**src/rtl/secuenciador_dispensado.sv**
```systemverilog
// Timed drink dispense sequencer: latches the decoded mode on start and steps
// water -> coffee -> optional milk, reporting busy/done/err to the panel.
module secuenciador_dispensado #(
    parameter int T_AGUA  = 8,
    parameter int T_CAFE  = 4,
    parameter int T_LECHE = 6
) (
    input  logic clk,
    input  logic reset,
    input  logic start,
    input  logic cancel,
    input  logic M1,
    input  logic M0,
    output logic valvula_agua,
    output logic motor_cafe,
    output logic valvula_leche,
    output logic busy,
    output logic done,
    output logic err,
    output logic sin_leche
);

    localparam int T_MAX_AC = (T_AGUA > T_CAFE) ? T_AGUA : T_CAFE;
    localparam int T_MAX    = (T_MAX_AC > T_LECHE) ? T_MAX_AC : T_LECHE;
    localparam int CNT_W    = $clog2(T_MAX + 1);

    localparam logic [CNT_W-1:0] CARGA_AGUA  = CNT_W'(T_AGUA - 1);
    localparam logic [CNT_W-1:0] CARGA_CAFE  = CNT_W'(T_CAFE - 1);
    localparam logic [CNT_W-1:0] CARGA_LECHE = CNT_W'(T_LECHE - 1);

    typedef enum logic [2:0] {
        IDLE,
        AGUA,
        CAFE,
        LECHE,
        FIN,
        ERR
    } state_t;

    typedef enum logic [1:0] {
        MODO_NADA      = 2'b00,
        MODO_SOLO      = 2'b01,
        MODO_SIN_LECHE = 2'b10,
        MODO_CON_LECHE = 2'b11
    } modo_t;

    state_t           state_q, state_d;
    modo_t            modo_q, modo_d;
    logic [CNT_W-1:0] cnt_q, cnt_d;
    logic             cnt_cero;
    logic             busy_d;

    assign cnt_cero = (cnt_q == '0);
    assign busy_d   = (state_d == AGUA) || (state_d == CAFE) || (state_d == LECHE);

    // NOTE: every variable gets a default before the case so no latch is inferred.
    always_comb begin
        state_d = state_q;
        modo_d  = modo_q;
        cnt_d   = cnt_q;
        case (state_q)
            IDLE: begin
                if (start && !cancel) begin
                    if ({M1, M0} != 2'b00) begin
                        modo_d  = modo_t'({M1, M0});
                        cnt_d   = CARGA_AGUA;
                        state_d = AGUA;
                    end else begin
                        state_d = ERR;
                    end
                end
            end
            AGUA: begin
                if (cancel) begin
                    cnt_d   = '0;
                    state_d = IDLE;
                end else if (cnt_cero) begin
                    cnt_d   = CARGA_CAFE;
                    state_d = CAFE;
                end else begin
                    cnt_d = cnt_q - 1'b1;
                end
            end
            CAFE: begin
                if (cancel) begin
                    cnt_d   = '0;
                    state_d = IDLE;
                end else if (cnt_cero) begin
                    if (modo_q == MODO_CON_LECHE) begin
                        cnt_d   = CARGA_LECHE;
                        state_d = LECHE;
                    end else begin
                        state_d = FIN;
                    end
                end else begin
                    cnt_d = cnt_q - 1'b1;
                end
            end
            LECHE: begin
                if (cancel) begin
                    cnt_d   = '0;
                    state_d = IDLE;
                end else if (cnt_cero) begin
                    state_d = FIN;
                end else begin
                    cnt_d = cnt_q - 1'b1;
                end
            end
            // FIN and ERR last one cycle; start is deliberately not looked at here.
            FIN:     state_d = IDLE;
            ERR:     state_d = IDLE;
            default: state_d = IDLE;
        endcase
    end

    // Outputs are registered decodes of the next state, so they line up with
    // state_q and never see an input combinationally.
    // NOTE: sequential state uses non-blocking assignments only.
    always_ff @(posedge clk or posedge reset) begin
        if (reset) begin
            state_q       <= IDLE;
            modo_q        <= MODO_NADA;
            cnt_q         <= '0;
            valvula_agua  <= 1'b0;
            motor_cafe    <= 1'b0;
            valvula_leche <= 1'b0;
            busy          <= 1'b0;
            done          <= 1'b0;
            err           <= 1'b0;
            sin_leche     <= 1'b0;
        end else begin
            state_q       <= state_d;
            modo_q        <= modo_d;
            cnt_q         <= cnt_d;
            valvula_agua  <= (state_d == AGUA);
            motor_cafe    <= (state_d == CAFE);
            valvula_leche <= (state_d == LECHE);
            busy          <= busy_d;
            done          <= (state_d == FIN);
            err           <= (state_d == ERR);
            sin_leche     <= busy_d && (modo_d == MODO_SIN_LECHE);
        end
    end

endmodule

```
**config.mk**
```make
export PLATFORM = sky130hd
export DESIGN_NAME = secuenciador_dispensado
export DESIGN_NICKNAME = d
export VERILOG_FILES = /design/src/rtl/secuenciador_dispensado.sv
export SDC_FILE = /design/constraint.sdc
export NUM_CORES = 1
export LEC_CHECK = 0
export CAP_MARGIN = 30
export CORE_MARGIN = 2
export CORE_UTILIZATION = 54
export CTS_CLUSTER_DIAMETER = 120
export DETAILED_ROUTE_END_ITERATION = 6
export GPL_ROUTABILITY_DRIVEN = 0
export GPL_TIMING_DRIVEN = 0
export PLACE_DENSITY_LB_ADDON = 0.2
export SLEW_MARGIN = 20
export SYNTH_ARGS = -nofsm -noshare
export SYNTH_HDL_FRONTEND = slang
export SYNTH_SLANG_ARGS = --single-unit
```
**constraint.sdc**
```tcl
create_clock -name clk -period 4.1 [get_ports clk]
set_input_delay 0.82 -clock clk [delete_from_list [all_inputs] [get_ports clk]]
set_output_delay 0.82 -clock clk [all_outputs]
set_load 0.02 [all_outputs]
```
==> key figures, run 1 <==
Worst setup path
  – CP Launch Type: primary input
  – CP max stage delay: 490 ps
  – FF-to-FF path depth: 8
  – CP cell instances: clkdlybuf4s50_1 -> o21ai_0 -> o21a_1 -> a211oi_4 -> o21ai_1 -> o32a_1
  – CP Launch Point: M1
  – R2r startpoint: cnt_q[0]
  – Worst path depth: 6
  – CP bufs+invs: 1
  – CP delay by family, top: compound AO/OA/AOI/OAI gates
  – Crit. End Element: flip-flop
  – RR Endpoint: cnt_q[3]
  – Crit Path Category: in -> reg
  – Max Fanout on Critical Path: 7
  – CP required: approximately 4300 ps
  – Arrival @ worst endpoint: 2430 ps
  – Register-to-register setup slack: between 2000 and 2500 ps
  – CP max stage cell: clkdlybuf4s50_1

CTS
  – Clk pin slew, worst setup/hold paths: 90 ps
  – CTS tree: yes
  – Clk buf depth: 2
  – Clock sink count: 16
  – Clk root buf: clkbuf_4
  – CTS Hold Buffers Added: 0
  – Clk_lat worst skew: 290 ps
  – Resized Gates After CTS: 0
  – Max H-tree Level: 1
  – Post-CTS Setup Bufs: 0
  – Num CTS Buffers: 3

Yosys
  – Post-synth top area cell: dfrtp_1
  – Post-synthesis sequential area ratio: 48.9%
  – Post-synth EDFFs: 0
  – Post-synthesis async set-or-reset flop share: 100%
  – Commonest cells in the netlist: 16 x dfrtp_1, 9 x nand2_1, 9 x nor2_1, 5 x inv_1, 5 x o21ai_0
  – Synth Cell Area: 818 um2
  – Largest cells by area after synthesis: dfrtp_1 49%, nand2_1 4.1%, nor2_1 4.1%
  – Cells after synthesis: 85
  – Mean Syn Cell Area: 9.63 um2
  – Synth Register Bits: 16
  – Count of different cell masters after synthesis: 34
  – Yosys warns: 0
  – Net Count, Synth: 92
  – Leading cell type by number of instances after synthesis: dfrtp_1
  – Share of Yosys cell area claimed by the top area cell type: 48.9%
  – Dominant synthesized flop cell: dfrtp_1

Hold path
  – Hold EP: modo_q[0]
  – Hold Crit Depth: 2
  – Hold Path Class: reg -> reg
  – HP Start: modo_q[0]

Power and ir drop
  – P_int: 278 uW
  – Seq pwr share: 47.9%
  – Clk network pwr share: 26.4%
  – Pleak: about 0.46 nW
  – Switching Share: 30.4%
  – Logic pwr share: 25.7%
  – Worst vdd ir: 0.000294 V
  – PD cells: 401 mW/mm2
  – Net Sw Power: 121 uW

STA
  – Final min period: 2250 ps
  – Final period util: 54.8%
  – Setup Viol. Count Final: 0
  – Clock Skew: 4.42 ps
  – Setup TNS: 0 ps
  – Final Hold Vio Count: 0
  – Highest Clock Rate: around 450 MHz
  – RSZ-0062 raised after global routing: no
  – Slew Limit Fails: 0
  – Max-Slew Margin vs Limit: about three fifths
  – Worst Tran Pin Value: 606 ps

Run
  – Max-Cap Viols: 0

Die
  – Io pins: 13
  – Chip width: approximately 43 um
  – Cell Rows: 14
  – Core area: 0.00145 mm2
  – Initial Util: between 50 and 60%
  – Die Ht: around 43 um
  – DIE AREA: roughly 0.0018 mm2

Layout
  – Finished Core Util: a little under 70%
  – Share of post-route cells with drive strength above 1: between 10 and 15%
  – P&R area growth vs syn: 21.6%
  – Cell area after layout: 995 um2
  – Nets: 109
  – Diode count: 0

Global routing
  – Met3 Track Usage GR: 4.68%
  – Tot GR Track Use: 22.0%
  – Met1 usage: between 20% and 30%
  – Global routing usage on met2: 34.8%
  – Top Usage Layer GRT: met2
  – First-pass GRT wire length: 2.88 mm
  – GRT overflow: 0
  – Largest net degree at the start of global routing: 17
  – Vias in the first global route: 674
  – Antenna violations before repair: 0

Drt
  – Via count: 668
  – Drt wl/cell: roughly 14 um
  – DR pass1 iterations: 4
  – Avg Vias per Cell: 5.71
  – Drt total wl: 1.59 mm
  – Drt initial violations: 10
  – Residual DRC count: 0
  – Antenna-violating nets left: 0

Run status
  – Status: complete, no violations

Placement
  – Area after DPL: 958 um2
  – PortBufs: 12
  – DP HPWL: 1.19 mm
[flip-flops by register name (all words and copies together), names as in the netlist]
name / cells
cnt_q: 4
state_q: 3
modo_q: 2
busy: 1
done: 1
err: 1
motor_cafe: 1
sin_leche: 1
valvula_agua: 1
valvula_leche: 1
[power groups by stage]
| stage | clock [mW] | combinational, mW | sequential [mW] |
|---|---|---|---|
| floorplan | 0 | 0.0692 | 0.195 |
| global placement | 0 | 0.0978 | 0.193 |
| detailed placement | 0 | 0.102 | 0.194 |
| CTS | 0.105 | 0.103 | 0.191 |
| global route | 0.115 | 0.116 | 0.194 |
| finish | 0.105 | 0.103 | 0.191 |
[how the worst max path moves through the flow]
| stage | to | slack, ps |
|---|---|---|
| 5_1_grt | cnt_q[0] | 1750 |
| 3_3_place_gp | cnt_q[0] | 1570 |
| 2_1_floorplan | cnt_q[0] | 2200 |
| 4_1_cts | cnt_q[0] | 1850 |
| 6_report | cnt_q[0] | 1850 |
| 3_5_place_dp | cnt_q[0] | 1550 |
[kinds of logic (layout without fill, tap and decap cells)]
group	after synthesis	after routing	share of synthesized area, %
adder cells (fa/ha/maj)	2	2	2.90
flip-flops	16	16	48.9
buffers and inverters	8	24	4.74
AO/OA/AOI/OAI	21	21	18.8
AND/OR/NAND/NOR	38	38	24.6
[worst reg2reg max path, delay by kind of cell, from the launching register on]
family                     cells  cell delay, ps
AOI/OAI and AO/OA              2             270
buffers and inverters          2             230
and+or+nand+nor                2             440
DFF                            1             400
adders and majority gates      2             490
[cell usage in the layout (no fill, tap or decap), types with 2 or more instances in the layout]
master           instances
clkdlybuf4s50_1         12
inv_1                    5
nand2_1                  9
o21ai_0                  5
or2_2                    2
o21a_1                   2
nor3_1                   4
nor2_1                   9
nor2b_1                  2
dfrtp_1                 16
or3_1                    2
and3_1                   2
a21oi_1                  4
o32a_1                   2
clkbuf_4                 3
[metrics by stage]
step	power [mW]	hold WS, ps	setup slack, ps	cells
CTS	0.399	537	1850	117
finish	0.399	535	1850	117
floorplan	0.265	475	2200	85
detailed placement	0.297	513	1550	113
global placement	0.291	499	1570	113
global route	0.425	571	1750	117
[metal layers]
layer | part of all wire [%] | up-vias
met1 | 43 | 318
met4 | 2.6 | 0
li1 | - | 331
met2 | 50 | 14
met3 | 4.0 | 5
met5 | 0 | -
[area by class of cell]
class / count / area (um2)
clock buffers: 4 / 36.3
well taps: 16 / 20.0
repair buffers: 12 / 120
multi-input cells: 61 / 379
fillers: 123 / 459
inverters: 5 / 18.8
plain buffers: 3 / 20.0
flip-flops and latches: 16 / 400
Power figures use the tool's default switching activity.
==> run 2, diff against run 1 <==
--- a/config.mk
+++ b/config.mk
@@ -7,7 +7,7 @@
 export LEC_CHECK = 0
 export CAP_MARGIN = 30
 export CORE_MARGIN = 2
-export CORE_UTILIZATION = 54
+export CORE_UTILIZATION = 51
 export CTS_CLUSTER_DIAMETER = 120
 export DETAILED_ROUTE_END_ITERATION = 6
 export GPL_ROUTABILITY_DRIVEN = 0
==> constraint.sdc (replaced) <==
create_clock -name clk -period 2.2 [get_ports clk]
set_input_delay 0.44 -clock clk [delete_from_list [all_inputs] [get_ports clk]]
set_output_delay 0.44 -clock clk [all_outputs]
set_load 0.02 [all_outputs]
==> run 2 against run 1 <==
Against the previous run:
- first-iteration DRC count up 10%
- largest cell class unchanged
- critical endpoint is now cnt_q[3]
- register-to-register slack worse by 1900 ps
- sequential power up 86%
==> key figures, run 2 (same netlist as run 1, synthesis figures left out) <==
Run status
  – Status: complete, no violations

Worst setup path
  – RR Endpoint: cnt_q[3]
  – R2r startpoint: cnt_q[0]
  – Max Fanout on Critical Path: 8 (+1)
  – Crit Path Category: reg -> reg
  – CP Capture Point: cnt_q[3]
  – FF-to-FF path depth: 8 (unchanged)
  – Arrival @ worst endpoint: 2100 ps (-330 ps)
  – Register-to-register setup slack: 290 ps (-1880 ps)
  – Crit. End Element: flip-flop
  – CP required: 2390 ps (-1890 ps)
  – CP Launch Type: flip-flop
  – CP Launch Point: cnt_q[0]

Placement
  – DP HPWL: 1.16 mm (-2.2%)
  – PortBufs: 12 (unchanged)
  – Placed insts: 113 (unchanged)
  – Area after DPL: 958 um2 (unchanged)

Drt
  – Drt initial violations: 11 (+1)
  – Avg Vias per Cell: 5.77 (+1.0%)
  – Residual DRC count: 0 (unchanged)
  – Via count: 675 (+1.0%)
  – Antenna-violating nets left: 0 (unchanged)
  – DR pass1 iterations: 4 (unchanged)
  – Drt total wl: 1.59 mm (unchanged)
  – Drt wl/cell: 13.6 um (unchanged)

STA
  – Highest Clock Rate: about 520 MHz
  – Clock Skew: 5.88 ps (+1.46 ps)
  – Final period util: between 80% and 90%
  – RSZ-0062 raised after global routing: no
  – Max-Slew Margin vs Limit: 60.8% (+1.2 points)
  – Final Hold Vio Count: 0 (unchanged)
  – Slew Limit Fails: 0 (unchanged)
  – Setup Viol. Count Final: 0 (unchanged)
  – Worst Tran Pin Value: 588 ps (-18.0 ps)
  – Setup TNS: 0 ps (unchanged)
  – Final min period: between 1500 and 2000 ps
  – Final hold slack: 507 ps (-27.8 ps)

Die
  – Initial Util: 54.3% (-2.0 points)
  – DIE AREA: 0.00194 mm2 (+5.3%)
  – Core area: 0.00151 mm2 (+3.6%)
  – Io pins: 13 (unchanged)
  – Chip width: 44.1 um (+2.6%)
  – Cell Rows: 14 (unchanged)
  – Die Ht: 44.1 um (+2.6%)

Global routing
  – First-pass GRT wire length: 2.80 mm (-2.6%)
  – Tot GR Track Use: 20.0% (-2.0 points)
  – GRT overflow: 0 (unchanged)
  – Vias in the first global route: 634 (-5.9%)
  – Largest net degree at the start of global routing: 17 (unchanged)
  – Antenna violations before repair: 0 (unchanged)

Layout
  – Most frequent cells in the layout: 16 x dfrtp_1, 12 x clkdlybuf4s50_1, 9 x nor2_1, 9 x nand2_1
  – Largest regs: cnt_q: 4 flops, state_q: 3 flops, modo_q: 2 flops
  – Max reg flops: 4 (unchanged)
  – Diode count: 0 (unchanged)
  – P&R area growth vs syn: 21.6% (unchanged)
  – Commonest non-fill, non-tap cell in the layout: dfrtp_1
  – Cell area after layout: 995 um2 (unchanged)
  – Share of post-route cells with drive strength above 1: 12.9% (unchanged)
  – Biggest register: cnt_q
  – Non-Filler Instances: 117 (unchanged)
  – Nets: 109 (unchanged)

Power and ir drop
  – Total power: 739 uW (+85%)
  – PD cells: 743 mW/mm2 (+85%)
  – Pleak: 0.458 nW (unchanged)
  – Worst vdd ir: 0.000582 V (+98%)

CTS
  – Clk_lat worst skew: 290 ps (about the same)
  – Clk buf depth: 2 (unchanged)
  – CTS Hold Buffers Added: 0 (unchanged)
  – Clk pin slew, worst setup/hold paths: 90 ps (about the same)
  – Clk root buf: clkbuf_4
  – Post-CTS Setup Bufs: 0 (unchanged)
  – CTS tree: yes
  – Clock sink count: 16 (unchanged)
  – Max H-tree Level: 1 (unchanged)
  – Resized Gates After CTS: 0 (unchanged)
  – Num CTS Buffers: 3 (unchanged)

Hold path
  – Hold Path Class: in -> async

Run
  – Max-Cap Viols: 0 (unchanged)
[run 2: how the worst min path moves through the flow]
stage / cells past startpoint / from / endpoint / slack, ps
detailed placement: 2 / modo_q[0] / modo_q[0] / 510
global placement: 2 / modo_q[0] / modo_q[0] / 510
CTS: 2 / reset / state_q[1] / 530
finish: 2 / reset / state_q[1] / 510
global route: 2 / modo_q[1] / modo_q[1] / 570
floorplan: 1 / reset / busy / 350
[run 2: report_power, final]
group	internal, mW	leakage [nW]	switching (mW)
logic	0.0866	0.232	0.103
clock network	0.101	0.0210	0.0922
registers	0.330	0.205	0.0265
total	0.517	0.458	0.222
[run 2: critical path, cell delays in order, from the launching register on]
cell and delay (ps):
dfrtp_1 400, inv_1 80, ha_1 160, or3b_1 360, buf_6 150, maj3_2 320, nand3_2 80, a21boi_1 60
a41o_1 210
[run 2: cell type report]
class,count,area [um2]
flip-flops and latches,16,400
well taps,16,20.0
fillers,128,512
inverters,5,18.8
multi-input cells,61,379
repair buffers,12,120
plain buffers,3,20.0
clock buffers,4,36.3
[run 2: per-stage QoR]
stage	util (%)	worst slack, ps
6_report	66.0	285
5_1_grt	66.0	152
4_1_cts	66.0	279
3_5_place_dp	63.6	19.7
3_3_place_gp	63.6	36.0
2_1_floorplan	-	373
[run 2: routing by layer]
layer  global-route usage, %  share of wire, %  vias up  wire (um)
met1                    26.1                47      323        740
met4                    7.88               1.9        0         30
met5                       0                 0        -          0
met2                    31.8                46       19        732
met3                    5.31               5.4        5         86
li1                        -                 -      328          -
